`src/rtl/gpio_mul_popcnt.sv`:
```
// Bus-mapped coprocessor: sequential shift-add multiply (one operand bit per clk), then a popcount of the result word.
// Latency: START accepted in cycle N, ready reads 1 from cycle N+OPW+3; sdata_out is registered one clk after srd.
// Backpressure: none; a START outside IDLE is dropped and raises sticky err, operand writes are always accepted.
module gpio_mul_popcnt #(
    parameter int          OPW  = 24,
    parameter int          RW   = 32,
    parameter logic [15:0] BASE = 16'h0380
) (
    input  logic        clk,
    input  logic        n_reset,
    input  logic [15:0] saddress,
    input  logic        srd,
    input  logic        swr,
    input  logic [31:0] sdata_in,
    output logic [31:0] sdata_out,
    input  logic [31:0] gpio_in,
    input  logic        gpio_latch,
    output logic [31:0] gpio_in_s_insp,
    output logic [31:0] gpio_out
);

    localparam int PW = 2 * OPW;
    localparam int CW = (OPW > 1) ? $clog2(OPW) : 1;

    localparam logic [1:0] S_IDLE = 2'd0;
    localparam logic [1:0] S_MUL  = 2'd1;
    localparam logic [1:0] S_CNT  = 2'd2;
    localparam logic [1:0] S_DONE = 2'd3;

    localparam logic [15:0] ADDR_A1   = BASE + 16'h0000;
    localparam logic [15:0] ADDR_A2   = BASE + 16'h0008;
    localparam logic [15:0] ADDR_W    = BASE + 16'h0010;
    localparam logic [15:0] ADDR_L    = BASE + 16'h0018;
    localparam logic [15:0] ADDR_CTRL = BASE + 16'h0020;
    localparam logic [15:0] ADDR_GPIN = BASE + 16'h0028;

    logic [1:0]     state;
    logic [CW-1:0]  bit_idx;
    logic [OPW-1:0] a1_shadow, a2_shadow;
    logic [OPW-1:0] a1_work, a2_work;
    logic [PW-1:0]  acc;
    logic [31:0]    w_reg, l_reg;
    logic           valid, err;
    logic           gpio_latch_q;

    logic           ready;
    logic           start_req, start_ok;
    logic [PW-1:0]  a1_ext, addend;
    logic [63:0]    p_ext;
    logic [31:0]    w_next, l_next;
    logic           valid_next;
    logic [31:0]    rd_dat;
    logic           unused_bits;

    // Upper write-data bits above OPW are intentionally ignored.
    assign unused_bits = ^sdata_in;

    function automatic logic [31:0] popcnt32(input logic [31:0] v);
        logic [31:0] c;
        c = '0;
        for (int i = 0; i < 32; i++) begin
            c = c + 32'(v[i]);
        end
        return c;
    endfunction

    assign ready     = (state == S_IDLE);
    assign start_req = swr && (saddress == ADDR_CTRL) && sdata_in[0];
    assign start_ok  = start_req && ready;

    // Partial product for the current multiplier bit and the result-word split of the accumulator.
    always_comb begin
        a1_ext     = PW'(a1_work);
        addend     = a2_work[bit_idx] ? (a1_ext << bit_idx) : '0;
        p_ext      = 64'(acc);
        w_next     = 32'(p_ext[RW-1:0]);
        valid_next = ((p_ext >> RW) == 64'd0);
        l_next     = popcnt32(w_reg);
    end

    // Shadow operand registers: host writes land here at any time.
    always_ff @(posedge clk or negedge n_reset) begin
        if (!n_reset) begin
            a1_shadow <= '0;
            a2_shadow <= '0;
        end else if (swr) begin
            if (saddress == ADDR_A1) a1_shadow <= sdata_in[OPW-1:0];
            if (saddress == ADDR_A2) a2_shadow <= sdata_in[OPW-1:0];
        end
    end

    // Control FSM, datapath and result registers.
    always_ff @(posedge clk or negedge n_reset) begin
        if (!n_reset) begin
            state    <= S_IDLE;
            bit_idx  <= '0;
            a1_work  <= '0;
            a2_work  <= '0;
            acc      <= '0;
            w_reg    <= '0;
            l_reg    <= '0;
            valid    <= 1'b1;
            err      <= 1'b0;
            gpio_out <= '0;
        end else begin
            if (start_req && !ready) err <= 1'b1;
            case (state)
                S_IDLE: begin
                    if (start_ok) begin
                        // Working copies isolate the running op from later shadow writes.
                        a1_work <= a1_shadow;
                        a2_work <= a2_shadow;
                        acc     <= '0;
                        bit_idx <= '0;
                        err     <= 1'b0;
                        state   <= S_MUL;
                    end
                end
                S_MUL: begin
                    acc <= acc + addend;
                    if (bit_idx == CW'(OPW - 1)) begin
                        state <= S_CNT;
                    end else begin
                        bit_idx <= bit_idx + 1'b1;
                    end
                end
                S_CNT: begin
                    w_reg <= w_next;
                    valid <= valid_next;
                    state <= S_DONE;
                end
                default: begin
                    l_reg    <= l_next;
                    gpio_out <= gpio_out + 32'd1;
                    state    <= S_IDLE;
                end
            endcase
        end
    end

    // Read mux; L read during DONE bypasses to the value being written this clk.
    always_comb begin
        rd_dat = '0;
        case (saddress)
            ADDR_W:    rd_dat = w_reg;
            ADDR_L:    rd_dat = (state == S_DONE) ? l_next : l_reg;
            ADDR_CTRL: rd_dat = {29'b0, err, ready, valid};
            ADDR_GPIN: rd_dat = gpio_in_s_insp;
            default:   rd_dat = '0;
        endcase
    end

    // Registered read data, held until the next read strobe.
    always_ff @(posedge clk or negedge n_reset) begin
        if (!n_reset) begin
            sdata_out <= '0;
        end else if (srd) begin
            sdata_out <= rd_dat;
        end
    end

    // GPIO snapshot on the rising edge of gpio_latch.
    always_ff @(posedge clk or negedge n_reset) begin
        if (!n_reset) begin
            gpio_latch_q   <= 1'b0;
            gpio_in_s_insp <= '0;
        end else begin
            gpio_latch_q <= gpio_latch;
            if (gpio_latch && !gpio_latch_q) gpio_in_s_insp <= gpio_in;
        end
    end

endmodule

```
`config.mk`:
```
export PLATFORM = sky130hd
export DESIGN_NAME = gpio_mul_popcnt
export DESIGN_NICKNAME = d
export VERILOG_FILES = /design/src/rtl/gpio_mul_popcnt.sv
export SDC_FILE = /design/constraint.sdc
export NUM_CORES = 1
export LEC_CHECK = 0
export CORE_MARGIN = 2
export CORE_UTILIZATION = 54
export CTS_CLUSTER_SIZE = 16
export DETAILED_ROUTE_END_ITERATION = 8
export PLACE_DENSITY = 0.77
export SYNTH_ARGS = -nofsm -noshare
export SYNTH_HDL_FRONTEND = slang
export SYNTH_SLANG_ARGS = --single-unit
```
`constraint.sdc`:
```
create_clock -name clk -period 7.1 [get_ports clk]
set_clock_uncertainty 0.15 [all_clocks]
set_input_delay 0.71 -clock clk [delete_from_list [all_inputs] [get_ports clk]]
set_output_delay 0.71 -clock clk [all_outputs]
set_load 0.05 [all_outputs]
```
# == Word-level counts from Yosys, hierarchy flattened ==
# Index checks and enable logic that the tools add are counted.
# word_totals
reg_bits,314
in_bits,85
out_inout_bits,96
word_cells,97
# op_classes
add_sub_neg,34
magnitude_cmp,1
n_eq_ne,13
shifts,1
mux,16
reduce_logical,17
# op_table
operator,count
case mux 32 bit (4 select lines),1
== test 16 x 10 -> 1 bit (second input constant),6
two-way mux 48 bit,2
case mux 48 bit (2 select lines),1
logical NOT 64 bit,1
adder 48 bit,1
left shift 24 x 5 -> 48 bit,1
adder 31 x 1 -> 32 bit,1
adder 32 x 1 -> 32 bit (second input constant),1
two-way mux 32 bit,1
adder 30 x 1 -> 31 bit,1
adder 29 x 1 -> 30 bit,1
adder 28 x 1 -> 29 bit,1
adder 27 x 1 -> 28 bit,1
adder 26 x 1 -> 27 bit,1
adder 25 x 1 -> 26 bit,1
adder 24 x 1 -> 25 bit,1
adder 23 x 1 -> 24 bit,1
adder 22 x 1 -> 23 bit,1
adder 21 x 1 -> 22 bit,1
adder 20 x 1 -> 21 bit,1
adder 19 x 1 -> 20 bit,1
adder 18 x 1 -> 19 bit,1
adder 17 x 1 -> 18 bit,1
36 further kinds,52

# == Depth between registers and ports, before layout ==
# logic_depth
word_depth,33
mapped_depth,23
depth_no_buf,19

# == Worst setup path after synthesis ==
# OpenSTA, ideal clock, no wires.
# synth_timing
path_type,register -> register
startpoint,register w_reg[17]
endpoint,register sdata_out[4]
setup_time_ns,0.141
arrival_time_ns,4.978
required_time_ns,6.809
setup_slack_ns,1.831
stages_incl_launch_ff,17
n_path_buf,0
period_less_slack_ns,5.269
path_cell_list,dfrtp_1 > fa_1 > inv_1 > fa_1 > fa_1 > fa_1 > fa_1 > fa_1 > inv_1 > ha_1 > fa_1 > a21o_1 > a21oi_1 > xnor2_1 > mux2_2 > a222oi_1 > o22ai_1
# synth_via
elab_chain_cells,17
# synth_rtl
item,line,source
start: declaration,42,"logic [31:0] w_reg, l_reg;"
start signal: assignment,128,w_reg <= w_next;
adder 17 x 1 -> 18 bit,62,c = c + 32'(v[i]);
adder 18 x 1 -> 19 bit,62,
adder 19 x 1 -> 20 bit,62,
adder 20 x 1 -> 21 bit,62,
adder 21 x 1 -> 22 bit,62,
adder 22 x 1 -> 23 bit,62,
adder 23 x 1 -> 24 bit,62,
adder 24 x 1 -> 25 bit,62,
adder 25 x 1 -> 26 bit,62,
adder 26 x 1 -> 27 bit,62,
adder 27 x 1 -> 28 bit,62,
adder 28 x 1 -> 29 bit,62,
adder 29 x 1 -> 30 bit,62,
adder 30 x 1 -> 31 bit,62,
adder 31 x 1 -> 32 bit,62,
two-way mux 32 bit,146,ADDR_L: rd_dat = (state == S_DONE) ? l_next : l_reg;
case mux 32 bit (4 select lines),144,case (saddress)
end signal: assignment,158,sdata_out <= rd_dat;
end: declaration,15,"output logic [31:0] sdata_out,"
# No other way between the ends.
# A chain may end at the register's enable or synchronous reset.

# == Worst setup path in the final report ==
# layout_timing
startpoint,register bit_idx[0]
endpoint,register acc[45]
# layout_via
elab_chain_cells,5
# layout_rtl
item,line,source
start: declaration,38,logic [CW-1:0] bit_idx;
start signal: assignment,124,bit_idx <= bit_idx + 1'b1;
binary-select mux 1 bit (select 5 bit),74,addend = a2_work[bit_idx] ? (a1_ext << bit_idx) : '0;
two-way mux 1 bit (not written as such),74,
two-way mux 48 bit *,74,
adder 48 bit *,120,acc <= acc + addend;
case mux 48 bit (2 select lines) *,107,case (state)
end signal: assignment,120,
end: declaration,41,logic [PW-1:0] acc;
# Mark *: on every way between the ends. The rest lies on a longest branch, timed or not. The select of a mux whose other input is x is not followed.

==> results.yml <==
power_and_ir_drop:
  p_switching_mw: 1.49
  p_leak_nw: 8.54
  comb_power_share: 0.243
  internal-power_mw: 3.05
  ir_drop_v: 0.000254
  p_seq_frac: 0.397
  power_density_nw_per_um2: 232
  switching_share: 0.328
  clkPwrFrac: 0.360
sta:
  hold_viol_final: 0
  setup_viol: 0
  fin_setup_tns_ns: 0
  rsz0062_at_grt: "false"
  period_share: 0.813
  slew_headroom: 0.224
  final_max_slew_viol_count: 0
  fmax_mhz: 173
  tightest_slew_ns: 1.16
  min_period_ns: 5.77
placement:
  place_area_um2: 18500
  gp_congestion: 0.950
  io_buffers: 172
  place_hpwl_mm: 28.8
  dp_cells: 2099
worst_setup_path:
  worstReg2RegEnd: "acc[45]$_DFFE_PN0P_"
  cp_data_required_time_ns: 7.46
  cp-start-kind: "register"
  crit_path_end_kind: "register"
  worstReg2RegStart: "bit_idx[0]$_DFFE_PN0P_"
  r2r_setup_slack_ns: 1.33
  crit_fanout: 23
  cp.arrival_ns: 6.13
  crit_type: "reg2reg"
  reg2reg_depth: 14
synthesis:
  synth_area_um2: 16500
  syn-num-nets: 1777
  async_flop_share: 1.00
  syn_inst: 1607
  syn_area_per_cell_um2: 10.3
  yosysSeqAreaShare: 0.436
  synth_edf_count: 0
  ys.flop_type: "dfrtp_1"
  yosys_warnings: 0
  ys_ff_latch: 288
  synth_cell_type_count: 79
die:
  core-area_um2: 30300
  row_count: 64
  start_util: 0.545
  die_area_um2: 32000
  die_w_um: 179
  ios: 181
  die_h_um: 179
clock_tree:
  cts_buffer_depth: 3
  postCtsSetupBuffers: 0
  cts_hold_buf: 0
  clk_latency_ns: 0.58
  cts_tree: "done"
  cts-resized-gates: 0
  cts.sinks: 288
  cts_root_buf: "clkbuf_16"
  cts-htree-levels: 1
  clk_pin_slew_ns: 0.06
  cts-buffers-inserted: 31
routing:
  drt_iter0_markers: 1055
  drt_pass1_iterations: 5
  vias_per_cell: 5.85
  routed-via-count: 12600
  ant_nets: 0
  wirelength_mm: 39.7
  wl_per_cell_um: 18.4
  drc_errors: 0
finish:
  drive_gt1_frac: 0.153
  syn2layout_area_growth_pct: 18.3
  final_cells: 2154
  final_cell_mix: "dfrtp_1, clkdlybuf4s50_1, mux2_2"
  layout_commonest_cell: "dfrtp_1"
  largest_register_ffs: 48
  n_antenna_cell: 0
  stdcell_area_um2: 19600
  final_nets: 1906
  top_register: "acc"
global_routing:
  gr-usage-all-layers: 0.253
  grt-ovfl-total: 0
  grt_max_degree: 128
  antenna_found_initial: 0
  grt_first_pass_wirelength_mm: 65.1
  grt_pass1_vias: 12700
min_path:
  min_path_type: "in2async"
outcome:
  run_status: "finished, final reports clean"
job:
  maxCapViolations: 0
[final cells by class]
| type | count | area, um^2 |
|---|---|---|
| fill | 2359 | 10800 |
| multi-input combinational | 1129 | 8590 |
| sequential | 288 | 7210 |
| timing repair buffer | 188 | 1850 |
| clock buffer | 47 | 936 |
| tap | 396 | 495 |
| inverter | 98 | 368 |
| clock inverter | 8 | 118 |
[kinds of logic after synthesis]
logic type               count (synthesis)  share of synthesized area
AND/OR/NAND/NOR                        399                      0.112
AO/OA/AOI/OAI                          369                      0.145
flip-flops                             288                      0.436
multiplexers                           199                      0.145
buffers and inverters                  190                     0.0459
adder cells (fa/ha/maj)                 85                     0.0757
XOR/XNOR                                77                     0.0408
[power groups by stage]
stage | combinational (mW) | clock, mW | sequential (mW)
finish | 1.10 | 1.63 | 1.80
global route | 1.19 | 1.73 | 1.81
floorplan | 0.671 | 0 | 1.92
CTS | 1.10 | 1.67 | 1.80
global placement | 1.07 | 0 | 1.83
detailed placement | 1.09 | 0 | 1.83
[worst max path at each step]
| stage | startpoint | to | slack [ns] | depth (start not counted) |
|---|---|---|---|---|
| floorplan | w_reg[17]$_DFFE_PN0P_ | sdata_out[4]$_DFFE_PN0P_ | 1.83 | 16 |
| global placement | bit_idx[0]$_DFFE_PN0P_ | acc[45]$_DFFE_PN0P_ | 1.41 | 14 |
| detailed placement | bit_idx[0]$_DFFE_PN0P_ | acc[45]$_DFFE_PN0P_ | 1.37 | 14 |
| CTS | bit_idx[0]$_DFFE_PN0P_ | acc[45]$_DFFE_PN0P_ | 1.34 | 14 |
| global route | bit_idx[0]$_DFFE_PN0P_ | acc[39]$_DFFE_PN0P_ | 1.01 | 15 |
| finish | bit_idx[0]$_DFFE_PN0P_ | acc[45]$_DFFE_PN0P_ | 1.33 | 14 |
[routing by layer]
metal,vias to the layer above,GRT usage,routed length [um]
li1,5976,-,-
met1,6091,0.339,17300
met2,430,0.419,18600
met3,94,0.0318,2300
met4,0,0.0982,1530
met5,-,0,0
[metrics by stage]
| stage | worst slack, ns | util | hold WS, ns | power [mW] |
|---|---|---|---|---|
| after CTS | 1.34 | 0.645 | 0.101 | 4.56 |
| after global placement | 1.41 | 0.610 | 0.311 | 2.90 |
| after floorplan | 1.83 | - | 0.264 | 2.59 |
| final | 1.33 | 0.645 | 0.0739 | 4.54 |
| after global routing | 1.01 | 0.645 | 0.148 | 4.73 |
| after detailed placement | 1.37 | 0.610 | 0.316 | 2.92 |
[Yosys cell counts, types with 21 or more instances]
library cell	count	area (um^2)
o22ai_1	36	225
xnor2_1	55	482
xor2_1	22	193
ha_1	60	751
nand2_1	154	578
clkbuf_1	61	229
a21o_1	21	158
dfrtp_1	287	7180
a21oi_1	78	390
inv_1	98	368
a22oi_1	30	225
nand4_1	26	163
mux2i_1	25	250
o21ai_1	38	190
fa_1	25	500
o21ai_0	61	305
nand3_1	22	110
mux2_2	157	1770
nor2_1	102	383
[worst max-delay path, stage by stage (launching register included)]
cell and delay (ns):
dfrtp_2 0.72, mux4_2 0.62, mux4_2 0.47, nand2_1 0.35
and2_1 0.72, a211oi_1 0.22, ha_1 0.46, nand2_1 0.11
or4_1 0.54, nor2_1 0.14, a311oi_1 0.13, o21ai_1 0.34
o21ai_1 0.13, or4_1 0.47, nand3_1 0.09
(Power assumes the default switching activity.)
